==> src/rtl/trafficlight_pkg.sv <==
// trafficlight_pkg: phase encodings, lamp patterns and default durations for the intersection sequencer.
package trafficlight_pkg;
  typedef enum logic [2:0] {G1 = 3'd0, Y1 = 3'd1, AR1 = 3'd2, G2 = 3'd3, Y2 = 3'd4, AR2 = 3'd5, EMG = 3'd6} state_t;
  localparam int G_TIME_DEF = 5;
  localparam int Y_TIME_DEF = 2;
  localparam int AR_TIME_DEF = 1;
  // Lamp vectors are {r1,y1,g1,r2,y2,g2}
  localparam logic [5:0] LAMP_G1 = 6'b001100;
  localparam logic [5:0] LAMP_Y1 = 6'b010100;
  localparam logic [5:0] LAMP_G2 = 6'b100001;
  localparam logic [5:0] LAMP_Y2 = 6'b100010;
  localparam logic [5:0] LAMP_RR = 6'b100100;
  function automatic logic [5:0] lamps_of(input state_t s);
    return s == G1 ? LAMP_G1 : s == Y1 ? LAMP_Y1 : s == G2 ? LAMP_G2 : s == Y2 ? LAMP_Y2 : LAMP_RR;
  endfunction
  function automatic state_t next_of(input state_t s);
    return s == G1 ? Y1 : s == Y1 ? AR1 : s == AR1 ? G2 : s == G2 ? Y2 : s == Y2 ? AR2 : G1;
  endfunction
endpackage

==> src/rtl/trafficlight_sequencer.sv <==
// trafficlight_sequencer: two-road phase FSM driving the shared countdown counter and lamps.
module trafficlight_sequencer
  import trafficlight_pkg::*;
#(
  parameter int G_TIME = G_TIME_DEF,
  parameter int Y_TIME = Y_TIME_DEF,
  parameter int AR_TIME = AR_TIME_DEF
) (
  input  logic       clk,
  input  logic       rst,
  input  logic       ihand,
  input  logic       istep,
  input  logic       ichong,
  input  logic       cnt_done,
  output logic       cnt_start,
  output logic [2:0] cnt_goal,
  output logic       cnt_enable,
  output logic       r1,
  output logic       y1,
  output logic       g1,
  output logic       r2,
  output logic       y2,
  output logic       g2,
  output logic [2:0] phase
);
  state_t state_q, state_d;
  logic first_q, first_d, second_q, istep_q, green, adv;
  logic [5:0] lamps_q;
  logic [2:0] phase_q, goal;
  always_comb begin
    green = state_q == G1 || state_q == G2;
    // done is stale for two cycles after entry: the counter clears it one edge after the load pulse
    adv = green && ihand ? istep & ~istep_q : ~first_q & ~second_q & cnt_done;
    state_d = ichong ? EMG : state_q == EMG ? AR2 : adv ? next_of(state_q) : state_q;
    first_d = state_d != state_q;
    goal = state_q == EMG ? 3'd0 : green ? 3'(G_TIME) : (state_q == Y1 || state_q == Y2) ? 3'(Y_TIME) : 3'(AR_TIME);
  end
  always_ff @(posedge clk) begin
    if (rst) begin
      state_q <= AR2;
      first_q <= 1'b1;
      second_q <= 1'b0;
      istep_q <= 1'b0;
      lamps_q <= lamps_of(AR2);
      phase_q <= 3'(AR2);
    end else begin
      state_q <= state_d;
      first_q <= first_d;
      second_q <= first_q;
      istep_q <= istep;
      lamps_q <= lamps_of(state_d);
      phase_q <= 3'(state_d);
    end
  end
  assign cnt_enable = ~rst & (state_q != EMG);
  assign cnt_start = cnt_enable & first_q;
  assign cnt_goal = rst ? 3'd0 : goal;
  assign {r1, y1, g1, r2, y2, g2} = lamps_q;
  assign phase = phase_q;
endmodule

==> config.mk <==
export PLATFORM = sky130hd
export DESIGN_NAME = trafficlight_sequencer
export DESIGN_NICKNAME = d
export VERILOG_FILES = /design/src/rtl/trafficlight_pkg.sv /design/src/rtl/trafficlight_sequencer.sv
export SDC_FILE = /design/constraint.sdc
export NUM_CORES = 1
export LEC_CHECK = 0
export CORE_MARGIN = 1
export CORE_UTILIZATION = 47
export CTS_CLUSTER_SIZE = 8
export DETAILED_ROUTE_END_ITERATION = 6
export GPL_ROUTABILITY_DRIVEN = 0
export HOLD_SLACK_MARGIN = 0.06
export PLACE_DENSITY_LB_ADDON = 0.05
export SKIP_CTS_REPAIR_TIMING = 1
export SLEW_MARGIN = 20
export SYNTH_ARGS = -nofsm -noshare
export SYNTH_HDL_FRONTEND = slang
export SYNTH_SLANG_ARGS = --single-unit
==> constraint.sdc <==
create_clock -name clk -period 4.7 [get_ports clk]
set_clock_uncertainty 0.1 [all_clocks]
set_input_delay 0.705 -clock clk [delete_from_list [all_inputs] [get_ports clk]]
set_output_delay 0.705 -clock clk [all_outputs]
set_load 0.01 [all_outputs]
# [Word-level counts from Yosys, hierarchy flattened]
# Cells that the tools add are included.
[totals] ramBits=0 latch_bits=0 regBits=12 romBits=0 n_memories=0 inputBits=6
[op_classes] shift=0 n_addsub=0 mul=0 eq_ne=10 bitwise=9 muxes=17 reduce_logical=8 div_mod_pow=0 order_cmp=0
[ops] operator="$mux 3" count=13
[ops] operator="$mux 6" count=2
[ops] operator="$eq 3x2->1 const B" count=3
[ops] operator="$eq 3x3->1 const B" count=3
[ops] operator="$eq 3x1->1 const B" count=2
[ops] operator="$logic_not 3->1" count=2
[ops] operator="$and 1x1->1" count=5
[ops] operator="$not 1->1" count=4
[ops] operator="$reduce_or 4->1" count=1
[ops] operator="$ne 3x3->1" count=1
[ops] operator="$ne 3x3->1 const B" count=1
[ops] operator="$reduce_or 3->1" count=1
[ops] operator="$logic_or 1x1->1" count=2
[ops] operator="$mux 2" count=1
[ops] operator="$reduce_or 2->1" count=1
[ops] operator="$logic_and 1x1->1" count=1
[ops] operator="$mux 1" count=1

# [Longest topological paths before layout]
# Gate-level depths: netlist (run 1).
[depth] depth_word=14 ltp_mapped=5 ltp_nobuf=4

# [Worst setup path after synthesis (run 1)]
# No wires, ideal clock.
[synth_timing] path_type="input to register" startpoint="input ihand" endpoint="register lamps_q[2]" slack_ns=2.670 setup_time_ns=0.114 arrival_ns=1.816 stages=4 path_buffers=0 cell_sequence="nor3b_1 mux2_4 or4_4 a21o_1"
[synth_via] elab_chain_len=8 elab_cells_between_ends=12 classes_between="3 x eq/ne; 6 x mux; 3 x reduce/logical"
[synth_rtl] element="start, declared" line_no="trafficlight_sequencer.sv:11" source="input logic ihand,"
[synth_rtl] element="$logic_and 1x1->1 (*)" line_no="trafficlight_sequencer.sv:33" source="adv = green && ihand ? istep & ~istep_q : ~first_q & ~second_q & cnt_done;"
[synth_rtl] element="$mux 1 (*)" line_no="trafficlight_sequencer.sv:33"
[synth_rtl] element="$mux 3 (*) (3 in a row)" line_no="trafficlight_sequencer.sv:34" source="state_d = ichong ? EMG : state_q == EMG ? AR2 : adv ? next_of(state_q) : state_q;"
[synth_rtl] element="$eq 3x3->1" line_no="trafficlight_pkg.sv:14" source="return s == G1 ? LAMP_G1 : s == Y1 ? LAMP_Y1 : s == G2 ? LAMP_G2 : s == Y2 ? LAMP_Y2 : LAMP_RR;"
[synth_rtl] element="$mux 3 (2 in a row)" line_no="trafficlight_pkg.sv:14"
[synth_rtl] element="end signal, assigned" line_no="trafficlight_sequencer.sv:44" source="lamps_q <= lamps_of(AR2);"
[synth_rtl] element="end signal, assigned" line_no="trafficlight_sequencer.sv:51" source="lamps_q <= lamps_of(state_d);"
[synth_rtl] element="end, declared" line_no="trafficlight_sequencer.sv:28" source="logic [5:0] lamps_q;"
# Mark *: on every way between the ends. The rest lies on a longest branch, timed or not.
# A chain may end at the register's enable or synchronous reset.

# [Final worst setup path (run 1)]
[layout_timing] startpoint="input rst" endpoint="output cnt_start"
[layout_via] elab_chain_len=3
[layout_rtl] element="start, declared" line_no="trafficlight_sequencer.sv:10" source="input logic rst,"
[layout_rtl] element="$not 1->1" line_no="trafficlight_sequencer.sv:55" source="assign cnt_enable = ~rst & (state_q != EMG);"
[layout_rtl] element="$and 1x1->1" line_no="trafficlight_sequencer.sv:55"
[layout_rtl] element="$and 1x1->1" line_no="trafficlight_sequencer.sv:56" source="assign cnt_start = cnt_enable & first_q;"
[layout_rtl] element="end, declared" line_no="trafficlight_sequencer.sv:15" source="output logic cnt_start,"
# No other way between the ends.

==> impl_summary.md, run 1 <==
Worst setup path
The worst-path cell with the longest stage delay is sky130_fd_sc_hd__clkdlybuf4s50_1. The largest fanout on the critical path is 13. For this run, the slowest stage of the critical path takes 0.63 ns. The register-to-register path setup slack is 2.77 ns.

The required time of the critical path is 3.89 ns. Counting stages on the worst path, the most repeated cell is sky130_fd_sc_hd__clkdlybuf4s50_1. The worst setup path is launched from a primary input. The worst register-to-register path begins at phase[0]. The critical path goes through clkdlybuf4s50_1 -> nor2b_1 -> and2_1 -> clkdlybuf4s50_1.

The end of the worst register-to-register path is lamps_q[5]. The worst setup path is captured at an output port. Data arrives at the worst endpoint at 2.31 ns. The number of cells on the worst reg-to-reg path is 4. The type of the setup path with the least slack is primary input to output port.

Route
In this run, the number of DRC markers left after iteration 0 of detailed routing was 9. The sum of routed wire length over all layers is 1310 um. The length of the first detailed-routing pass in iterations is 4.

After detailed routing, the number of remaining DRC violations is 0. The number of nets with antenna violations after routing is 0. Using the TritonRoute via totals, the vias-per-cell ratio works out to 5.42. The detailed router placed 537 vias in this run. The routed length per placed instance is 13.3 um.

Timing
For the pin with the worst max-slew slack, the measured transition is 0.580 ns. The final count of pins violating max slew is 0. In the final timing run, aggregate negative setup slack is 0 ns. The count of endpoints failing hold in the final timing report is 0. The clock period minus worst slack is 3.11 ns. Setup violations remaining at the end of the flow were counted as 0.

The fraction of the cycle the final worst path needs is 66.2%. The highest clock frequency the design can meet is 0.321 GHz. Headroom to the max-slew limit came out at 60.2%. Setup repair after global routing left no endpoint under its margin.

GRT
The most utilized layer in the global route result is met1. The number of antenna violations at the first check in global routing is 0. The number of global-route vias before repair came to 453.

For met2 alone, demand over resource in global routing was 29.6%. The global-route wire length before repair is 2130 um. In the global route stage, met3 resource usage came out at 5.20%. For this run, the total global-route usage over all layers was measured as 21.5%. The global routing usage on met1 is 30.0%. Global routing finished with a remaining overflow of 0. Entering global routing, the biggest net connects 16 pins.

Hold path
The path category of the worst min-delay check is register to register. The worst hold endpoint is second_q. The number of stages on the worst hold path is 1.

The startpoint identified for the worst hold timing path is first_q.

Final layout
The final-layout fill cell count is 99. Summing all multi-input logic gate instances after layout gives 343 sq um. The sequential cells in the finished layout cover a total of 240 sq um. The growth of design area from synthesis to finish is 32.0%.

Once layout is done, the placed cells without fillers occupy 831 sq um. The repair_antennas step left the layout with diodes totalling 0. Cells with a size suffix above 1 make up 10.6% of the layout. The post-route core utilization is 70.9%. The number of standard cells in the layout, taps in and fillers out is 99. The final layout contains 92 nets.

Die
From left edge to right edge, the die measures 38.6 um. In this run the count of I/O pins placed on the die edge is 20. In this run the vertical extent of the chip is 38.6 um.

The floorplan step defined a die boundary enclosing 1490 sq um. For this configuration, the core starts out at a cell density of 53.7%. The floorplan row count is 12. The core box area is 1170 sq um.

Yosys
The flip-flop and latch count after synthesis is 12. For this run, the number of Yosys warnings is 0. The total standard cell area after synthesis is 629 sq um. Among all cell types in the netlist, the one instantiated most often is sky130_fd_sc_hd__dfxtp_1. The instance count of the mapped netlist is 66. After synthesis, the cell types taking the most area are sky130_fd_sc_hd__dfxtp_1, sky130_fd_sc_hd__nor3b_1, sky130_fd_sc_hd__clkbuf_8. In the synthesized netlist, the cells that appear most often are sky130_fd_sc_hd__dfxtp_1, sky130_fd_sc_hd__nor2_1, sky130_fd_sc_hd__nand2_1, sky130_fd_sc_hd__nor3b_1. The sequential-to-total area share from yosys stat is 38.2%.

The share of Yosys cell area claimed by the top area cell type is 38.2%. A synthesized cell averages 9.54 sq um. Counting flops with a built-in enable in the synthesized netlist gives 0. The net count of the mapped netlist is 72. The number of distinct library cell variants in the gate-level netlist after synthesis is 33.

The cell type with the largest total area after synthesis is sky130_fd_sc_hd__dfxtp_1. The main flop type after synthesis is sky130_fd_sc_hd__dfxtp_1. After synthesis, the share of flip-flops with an asynchronous set or reset is 0%.

CTS
For the worst-skew pair, the clock arrives at the later sink with an insertion delay of 0.27 ns. The tree is rooted in a sky130_fd_sc_hd__clkbuf_4. The maximum clock path buffer count is 2.

The number of clock sinks is 12. The count of H-tree levels built during CTS is 1. The number of CTS-inserted buffers is 3. TritonCTS built the clock tree. The clock edge transition at the registers on the reported setup and hold paths is 0.08 ns.

Power and ir drop
IR analysis of the VDD net gives a maximum drop of 234 uV. The cell leakage power is 0.310 nW. The power consumption is 0.000237 W.

For this design the ratio of total power to cell area is 285 nW/um^2.

Placement
In this run the cell area measured after placement is 795 sq um. The detailed placement HPWL is 929 um. The number of placed instances, taps included, is 95. The number of port buffers is 19.

Flow run
The max-capacitance violation count is 0.

Outcome
The flow ran to the end, and the final reports show no timing, DRC or antenna violations.
[state kept, by name, indices dropped and copies added (netlist names)]
name	cells
first_q	1
istep_q	1
lamps_q	6
phase	3
second_q	1
[critical path, delay by kind of cell]
family / cells / cell delay [ns]
AND/OR/NAND/NOR: 2 / 0.43
buffers and inverters: 2 / 1.17
[stage by stage]
step / hold slack, ns / worst slack, ns
after floorplan: 0.363 / 2.67
final: 0.413 / 1.59
after detailed placement: 0.390 / 1.67
after global routing: 0.434 / 1.51
after CTS: 0.418 / 1.58
after global placement: 0.385 / 1.73
[report_power, final]
| group | leakage, nW | switching (W) | internal (W) | total, W |
|---|---|---|---|---|
| Sequential | 0.0986 | 0.00000789 | 0.000106 | 0.000114 |
| Clock | 0.0210 | 0.0000339 | 0.0000471 | 0.0000810 |
| Combinational | 0.190 | 0.0000173 | 0.0000241 | 0.0000414 |
[placed cells by master, fill, tap and decap left out, types with 2 or more instances in the layout]
master and n:
sky130_fd_sc_hd__nor3b_1 4, sky130_fd_sc_hd__nor2_1 7, sky130_fd_sc_hd__clkdlybuf4s50_1 19, sky130_fd_sc_hd__dfxtp_1 12, sky130_fd_sc_hd__xnor2_1 2, sky130_fd_sc_hd__mux2i_1 2, sky130_fd_sc_hd__nand3b_1 3, sky130_fd_sc_hd__clkbuf_4 3
sky130_fd_sc_hd__a211oi_1 2, sky130_fd_sc_hd__nor4b_1 2, sky130_fd_sc_hd__nor3_1 2, sky130_fd_sc_hd__nand2_1 4, sky130_fd_sc_hd__nor2b_1 3
[per-layer routing]
metal | vias up | wire length [um]
li1 | 280 | -
met1 | 239 | 661
met2 | 16 | 578
met3 | 2 | 62
met4 | 0 | 11
met5 | - | 0
[area by class of cell]
class	instances	area share [%]
Tap cell	14	2.11
Clock buffer	4	4.37
Inverter	1	0.452
Sequential cell	12	28.9
Timing Repair Buffer	19	22.9
Multi-Input combinational cell	49	41.3
[how the worst max path moves through the flow]
stage / start / end / slack (ns) / cells past startpoint
final: rst / cnt_start / 1.59 / 4
after floorplan: ihand / lamps_q[2] / 2.67 / 4
after detailed placement: rst / cnt_start / 1.67 / 4
after global routing: rst / cnt_start / 1.51 / 4
after global placement: rst / cnt_start / 1.73 / 4
after CTS: rst / cnt_start / 1.58 / 4
[cell families (layout without fill, tap and decap cells)]
group	count (synthesis)	count (layout)	share of synthesized area (%)
buffers and inverters	5	24	7.36
AO/OA/AOI/OAI	11	11	13.1
multiplexers	4	4	7.36
AND/OR/NAND/NOR	32	32	31.2
XOR/XNOR	2	2	2.78
flip-flops	12	12	38.2
Note: power is estimated with default switching activity, not from simulation.
==> run 2, diff against run 1 <==
CORE_UTILIZATION = 43   (was 47)
clock period = 2.9 ns   (was 4.7 ns; I/O delays follow)
==> impl_summary.md, run 2 (synthesized netlist as in run 1, its figures left out) <==
Hold path
The origin of the worst min-delay path is first_q. The number of stages on the worst hold path is 1 (unchanged). The worst hold endpoint is second_q. In this run the worst hold path is classified as register to register.

Final layout
The register containing the most flip-flops in the final layout is lamps_q. In the layout the commonest cells are sky130_fd_sc_hd__clkdlybuf4s50_1, sky130_fd_sc_hd__dfxtp_1, sky130_fd_sc_hd__nor2_1, sky130_fd_sc_hd__nand2_1, sky130_fd_sc_hd__nor3b_1. The number of flip-flops under the largest register name is 6 (unchanged).

The final-layout fill cell count came to 121 (+22%). The footprint of the flip-flops and latches is 240 sq um (unchanged). The layout net count came to 93 (+1.1%). The number of standard cells in the layout, taps in and fillers out is 101 (+2.0%). The final antenna diode count is 0 (unchanged).

The leading cell type in the layout, fill and taps excluded is sky130_fd_sc_hd__clkdlybuf4s50_1. The growth of design area from synthesis to finish is 33.4%. The area occupied by multi-input gates came to 343 sq um (unchanged). The fraction of final layout cells sized beyond drive strength 1 is 11.6% (+1.0 points).

Worst setup path
The data arrival time of the critical path was 1.94 ns (-0.37 ns). The length in cells of the worst reg-to-reg path is 4 (unchanged). The required time of the critical path is 2.37 ns (-1.52 ns). In this run the critical register-to-register path is captured at lamps_q[2]. The largest fanout on the critical path is 13 (unchanged).

The register-to-register path setup slack is 1.02 ns (-1.75 ns). The worst flop-to-flop path startpoint is phase[2]. The type of the setup path with the least slack is primary input to output port. The type of element capturing the critical path is an output port. The kind of start point of the critical path is a primary input.

CTS
The clock edge transition at the registers on the reported setup and hold paths is 0.07 ns (about the same). The maximum clock path buffer count is 2 (unchanged). The insertion delay to the later sink of the worst-skew pair is 0.28 ns (about the same). The count of H-tree levels built during CTS was 1 (unchanged).

The number of clock sinks is 12 (unchanged). The TritonCTS clock tree is built. CTS placed an instance of sky130_fd_sc_hd__clkbuf_4 at the clock tree root. The number of CTS-inserted buffers is 3 (unchanged).

Timing
For the finished layout, the period the worst path requires is 2.48 ns. The final count of pins violating max slew came to 0 (unchanged). The post-layout worst setup margin is 0.420 ns (-1.17 ns). The worst-margin pin slew is 0.497 ns (-0.0834 ns).

The worst max-slew margin expressed relative to the limit is 66.8% (+6.6 points). The fraction of the cycle the final worst path needs is 85.5%. The total negative setup slack is 0 ns (unchanged).

The number of endpoints failing setup at the final stage was 0 (unchanged). Setup repair after global routing left no endpoint under its margin. The highest clock frequency the design can meet is 0.403 GHz. The final-layout worst hold slack is 0.400 ns (-0.0129 ns).

The count of endpoints failing hold in the final timing report is 0 (unchanged).

Power and ir drop
The power density of the placed cells is 461 nW/um^2 (+62%). The cell leakage power was 0.315 nW (+1.7%). The worst IR drop on VDD is 368 uV (+57%).

Placement
The number of cells in the design after placement was 97 (+2.1%). The number of port buffers came to 19 (unchanged). The detailed placement HPWL is 937 um (+0.88%). The minimum setup slack after placement is 0.393 ns (-1.28 ns).

Die
The die footprint came to 1620 sq um (+8.8%). The count of pins on the block boundary is 20 (unchanged). The core box area is 1330 sq um (+14%).

The initial cell density of the core was 47.2% (-6.6 points). The floorplan row count is 13 (+1). The width of the die is 40.3 um (+4.3%). The floorplan die height was 40.3 um (+4.3%).

GRT
The number of antenna violations at the first check in global routing was 0 (unchanged). The number of global-route vias before repair is 450 (-0.66%). The global-route wire length before repair is 2040 um (-4.5%). The final global-route overflow total is 0 (unchanged). The largest net degree at the start of global routing is 16 (unchanged). The global-route usage over all layers is 20.1% (-1.4 points).

Route
The average vias per placed instance came to 5.43 (about the same). The length of the first detailed-routing pass in iterations is 4 (unchanged). The routed length per placed instance is 12.9 um (-2.7%). The total via count in the routed design is 548 (+2.0%). The DRC violation total after the first TritonRoute iteration is 16 (+7). The DRC violation count after routing is 0 (unchanged). The sum of routed wire length over all layers is 1310 um (-0.68%).

The number of nets with antenna violations after routing is 0 (unchanged).

Flow run
The max-capacitance violation count is 0 (unchanged).

Outcome
The run finished with clean final reports.
## run 2: how the worst max path moves through the flow
stage,from,slack [ns],to
2_1_floorplan,ihand,1.14,lamps_q[2]
3_3_place_gp,rst,0.46,cnt_start
3_5_place_dp,rst,0.39,cnt_goal[0]
4_1_cts,rst,0.41,cnt_goal[0]
5_1_grt,rst,0.32,cnt_start
6_report,rst,0.42,cnt_start
## run 2: layout make-up
class	count	share of cell area, %
clock buffer	4	4.32
inverter	1	0.447
multi-input combinational	49	40.8
sequential	12	28.6
tap	15	2.24
timing repair buffer	20	23.5
## run 2: power breakdown
part	switching [W]	internal [W]
registers	0.0000129	0.000172
logic	0.0000271	0.0000397
clock network	0.0000589	0.0000764
total	0.0000990	0.000288
## run 2: critical path: stages
cell and delay, ns:
sky130_fd_sc_hd__clkdlybuf4s50_1 0.63, sky130_fd_sc_hd__nor2b_1 0.21, sky130_fd_sc_hd__and2_1 0.14, sky130_fd_sc_hd__clkdlybuf4s50_1 0.53
## run 2: routing by layer
layer / vias to the layer above / part of all wire, % / global-route usage (%)
li1: 281 / - / -
met1: 245 / 50 / 27.3
met2: 18 / 43 / 27.0
met3: 4 / 5.5 / 8.33
met4: 0 / 2.0 / 10.0
met5: - / 0 / 0
## run 2: stage by stage
step	util, %	power, W	instance area (sq um)
floorplan	-	0.000229	629
global placement	60.2	0.000255	803
detailed placement	60.2	0.000256	803
CTS	62.9	0.000392	840
global route	62.9	0.000405	840
finish	62.9	0.000387	840
==> patch 1, RTL diff (flow settings as in run 1) <==
The output `phase` loses its register stage (`phase_q` becomes a continuous assignment).
--- a/src/rtl/trafficlight_sequencer.sv
+++ b/src/rtl/trafficlight_sequencer.sv
@@ -43,5 +43,4 @@
       istep_q <= 1'b0;
       lamps_q <= lamps_of(AR2);
-      phase_q <= 3'(AR2);
     end else begin
       state_q <= state_d;
@@ -50,7 +49,8 @@
       istep_q <= istep;
       lamps_q <= lamps_of(state_d);
-      phase_q <= 3'(state_d);
     end
   end
+
+  assign phase_q = 3'(state_d);
   assign cnt_enable = ~rst & (state_q != EMG);
   assign cnt_start = cnt_enable & first_q;
Function: changed (Yosys sat finds a counterexample within 4 cycles, from zero or initial values and one cycle with rst high).
==> patch 1 against run 1 <==
- die area grew 6.8%
- global-route usage shrank 0.68 points
- worst setup slack lost 160 ps
- power shrank 7.4%
- wire length grew 3.7%
- combinational power grew 6.8%
- non-clock buffer count is the same
- design area grew 5.9%
- critical path depth grew 2
- worst hold slack lost 6.8 ps
- count of clock-buffer cells in the layout shrank 1
- sequential cell count is the same
- area after synthesis grew 7.2%
- critical path type unchanged
==> patch 1: results <==
export IMPL_drive_above_1_share=0.136
export IMPL_crit_path_max_incr_delay_ps=530
export IMPL_starting_drc_count_in_detailed_routing=11
export IMPL_firstDrtPassIters=4
export IMPL_synth_area_leaders="dfxtp_1 36%, nand3b_1 4.5%, nor4b_2 4.5%"
export IMPL_hold_path_class="flip-flop to flip-flop"
export IMPL_grt_start_max_net_pins=14
export IMPL_grt_pass1_wl_mm=2.10
export IMPL_num_antenna_cells=0
export IMPL_synth_yosys_seq_area_share=0.356
export IMPL_detailedPlacementHpwl_mm=1.01
export IMPL_crit_arrival_ps=2470
export IMPL_worst_setup_hold_path_clk_slew_ps=70
export IMPL_clock_path_buffers=2
export IMPL_finish_net_count=96
export IMPL_most_frequent_cells_after_synthesis="12 x dfxtp_1, 5 x nand2_1, 4 x nand3b_1, 4 x nor2b_1"
export IMPL_synth_async_sr_flop_share=0
export IMPL_setup_reg_to_reg_worst_slack_ps=2890
export IMPL_post_syn_nets=76
export IMPL_critPathMaxFanout=7
export IMPL_number_of_warning_messages_in_the_yosys_log=0
export IMPL_worst_r2r_path_depth=4
export IMPL_p_leak_nw=0.317
export IMPL_latest_clock_arrival_within_the_worst_skew_pair_ps=270
export IMPL_global_route_usage_total=0.209
export IMPL_worst_ir_drop_vdd_v=0.000217
export IMPL_netsw_w=0.0000580
export IMPL_cts_root_buffer="clkbuf_4"
export IMPL_numPortBuffers=19
export IMPL_slew_headroom=0.688
export IMPL_synth_cell_types=36
export IMPL_number_of_global_route_vias_before_repair=493
export IMPL_cts_made_buffers=3
export IMPL_largestRegisters="lamps_q (6), state_q (3)"
export IMPL_run_status="completed"
export IMPL_routed_via_count=557
export IMPL_routed_wl_mm=1.36
-- patch 1: path summary, 6_finish.rpt --
kind / endpoint / startpoint
setup / recovery: phase[2] / ihand
setup reg to reg: lamps_q[5] / state_q[2]
hold reg to reg: second_q / first_q
hold / removal: second_q / first_q
-- patch 1: cell families after synthesis --
| family | count (synthesis) | synth area share |
|---|---|---|
| AO/OA/AOI/OAI | 11 | 0.122 |
| XOR/XNOR | 2 | 0.0260 |
| buffers and inverters | 6 | 0.0501 |
| flip-flops | 12 | 0.356 |
| multiplexers | 4 | 0.0798 |
| AND/OR/NAND/NOR | 35 | 0.365 |
-- patch 1: worst register-to-register path, cell delays in order (launching register included) --
cell,delay (ps)
dfxtp_1,610
nand3b_1,240
mux2i_4,380
mux2_1,360
nand2_1,60
-- patch 1: power groups by stage --
stage | clock, W | sequential, W | combinational, W
final | 0.0000620 | 0.000113 | 0.0000442
after global routing | 0.0000723 | 0.000114 | 0.0000478
after CTS | 0.0000655 | 0.000113 | 0.0000445
after detailed placement | 0 | 0.000115 | 0.0000443
after global placement | 0 | 0.000115 | 0.0000437
after floorplan | 0 | 0.000111 | 0.0000307
-- patch 1: routing by layer --
metal	vias up	GRT usage	share of wire	wire length [µm]
li1	285	-	-	-
met1	254	0.249	0.48	656
met2	16	0.315	0.46	625
met3	2	0.102	0.052	71
met4	0	0.0776	0.0073	10
met5	-	0	0	0
-- patch 1: cell type report --
cell class | instances | area (µm²)
sequential | 12 | 240
multi-input combinational | 52 | 400
timing repair buffer | 19 | 190
clock buffer | 3 | 22.5
inverter | 2 | 7.51
tap | 15 | 18.8
fill | 119 | 438
-- patch 1: through the flow --
step	total power (W)	cells	hold WS (ps)	worst slack (ps)	area (µm²)
after global placement	0.000159	100	391	1440	857
after floorplan	0.000142	70	374	2450	674
after global routing	0.000234	103	420	1310	880
after CTS	0.000223	103	407	1410	880
after detailed placement	0.000159	100	397	1410	857
final	0.000219	103	406	1420	880
==> patch 2, RTL diff (settings of run 1) <==
Without the edit above. Register the outputs `cnt_start` and `cnt_goal`; this adds one clock of latency there. The other outputs are not delayed to match.
--- a/src/rtl/trafficlight_sequencer.sv
+++ b/src/rtl/trafficlight_sequencer.sv
@@ -54,6 +54,8 @@
   end
   assign cnt_enable = ~rst & (state_q != EMG);
-  assign cnt_start = cnt_enable & first_q;
-  assign cnt_goal = rst ? 3'd0 : goal;
+  always_ff @(posedge clk) begin
+    cnt_start <= cnt_enable & first_q;
+    cnt_goal  <= rst ? 3'd0 : goal;
+  end
   assign {r1, y1, g1, r2, y2, g2} = lamps_q;
   assign phase = phase_q;
Behaviour: not the same (a bounded check fails within 4 cycles, from zero or initial values and one cycle with rst high).
==> patch 2 against run 1 <==
- design area rose by 13%
- final cell count rose by 11%
- power increased by 8.2%
- area after synthesis increased by 18%
- sequential cell count up 4
- combinational power shrank 7.0%
- worst setup slack improved by 310 ps
- count of clock-buffer cells in the layout fell by 1
- synthesized cell count increased by 15%
- wire length up 0.61%
- sequential share of layout area up 5.2 points
- critical endpoint is now cnt_enable
- largest cell class unchanged
- highest routed layer unchanged
==> patch 2: results <==
export IMPL_starting_drc_count_in_detailed_routing=14
export IMPL_number_of_flip_flops_under_the_largest_register_name=6
export IMPL_critical_path_slowest_stage_cell="clkdlybuf4s50_1"
export IMPL_worst_ir_drop_vdd_v=0.000132
export IMPL_netSwitchingFraction=0.247
export IMPL_run_status="completed"
export IMPL_grt_start_max_net_pins=15
export IMPL_wl_per_cell_um=12.0
export IMPL_num_antenna_cells=0
export IMPL_firstDrtPassIters=4
export IMPL_cts_max_level=1
export IMPL_global_route_usage_total=0.174
export IMPL_numPortBuffers=19
export IMPL_crit_arrival_ps=1990
export IMPL_synth_cell_types=37
export IMPL_latest_clock_arrival_within_the_worst_skew_pair_ps=280
export IMPL_fin_cells=110
export IMPL_detailedPlacementHpwl_um=965
export IMPL_worst_setup_hold_path_clk_slew_ps=80
export IMPL_synth_async_sr_flop_share=0
export IMPL_clock_path_buffers=2
export IMPL_grt_pass1_wl_mm=2.31
export IMPL_crit_path_max_incr_delay_ps=590
export IMPL_viasPerCell=5.58
export IMPL_post_syn_nets=82
export IMPL_drive_above_1_share=0.149
export IMPL_top_register="lamps_q"
export IMPL_synth_area_leaders="dfxtp_1 43%, nor2b_1 3.4%, buf_6 3.0%"
export IMPL_tightestPinTransition_ps=487
export IMPL_cts_made_buffers=3
export IMPL_synth_yosys_seq_area_share=0.430
export IMPL_p_leak_nw=0.375
export IMPL_finish_net_count=102
export IMPL_number_of_global_route_vias_before_repair=519
export IMPL_hold_path_class="flip-flop to flip-flop"
export IMPL_path_delay_family="buffers and inverters"
export IMPL_ys_flop_type="dfxtp_1"
export IMPL_critPathMaxFanout=10
export IMPL_cts_root_buffer="clkbuf_4"
export IMPL_most_frequent_cells_after_synthesis="16 x dfxtp_1, 6 x nand2_1, 4 x nor2_1, 4 x nor2b_1, 3 x nor3_1"
export IMPL_number_of_warning_messages_in_the_yosys_log=0
export IMPL_grt_antenna_before_repair=0
export IMPL_syn_inst=76
patch 2: cell types whose count changed after synthesis, moves of 2 or more:
cell	run 1	this run
nor4b_1	2	0
nand4_1	0	2
nor2_1	7	4
dfxtp_1	12	16
nand3b_1	3	0
mux2i_1	2	0
nand2_1	4	6
o21a_1	0	2
or2b_2	0	2
nor3b_1	4	1
a21boi_0	0	2
patch 2: logic make-up after synthesis:
family,after synthesis,share of synthesized area
AO/OA/AOI/OAI,18,0.193
AND/OR/NAND/NOR,33,0.279
buffers and inverters,6,0.0638
flip-flops,16,0.430
XOR/XNOR,3,0.0352
patch 2: layout make-up:
class	count	area, µm²
clock buffers	3	22.5
fillers	132	551
inverters	2	7.51
multi-input cells	54	378
flip-flops and latches	16	320
well taps	16	20.0
repair buffers	19	190
patch 2: final timing paths:
check        slack, ps  startpoint          to  cells after the start
max               1900         rst  cnt_enable                      3
min                390     first_q    second_q                      1
max reg2reg       2910    phase[0]    phase[2]                      4
min reg2reg        390     first_q    second_q                      1
patch 2: routing by layer:
layer | global-route usage | part of all wire | up-vias
li1 | - | - | 307
met1 | 0.233 | 0.48 | 281
met2 | 0.256 | 0.45 | 22
met3 | 0.0391 | 0.054 | 4
met4 | 0.0968 | 0.014 | 0
met5 | 0 | 0 | -
patch 2: power groups by stage:
stage               combinational, W  sequential (W)  clock (W)
CTS                        0.0000386        0.000148  0.0000709
floorplan                  0.0000252        0.000150          0
global route               0.0000422        0.000149  0.0000786
detailed placement         0.0000383        0.000151          0
finish                     0.0000385        0.000148  0.0000693
global placement           0.0000381        0.000151          0
patch 2: stage by stage:
step	hold WS (ps)	power (W)	worst slack, ps	utilization	area [µm²]
4_1_cts	393	0.000257	1890	0.630	938
3_3_place_gp	376	0.000189	1920	0.615	916
3_5_place_dp	381	0.000190	1890	0.615	916
2_1_floorplan	357	0.000175	2870	-	746
5_1_grt	413	0.000270	1830	0.630	938
6_report	387	0.000256	1900	0.630	938
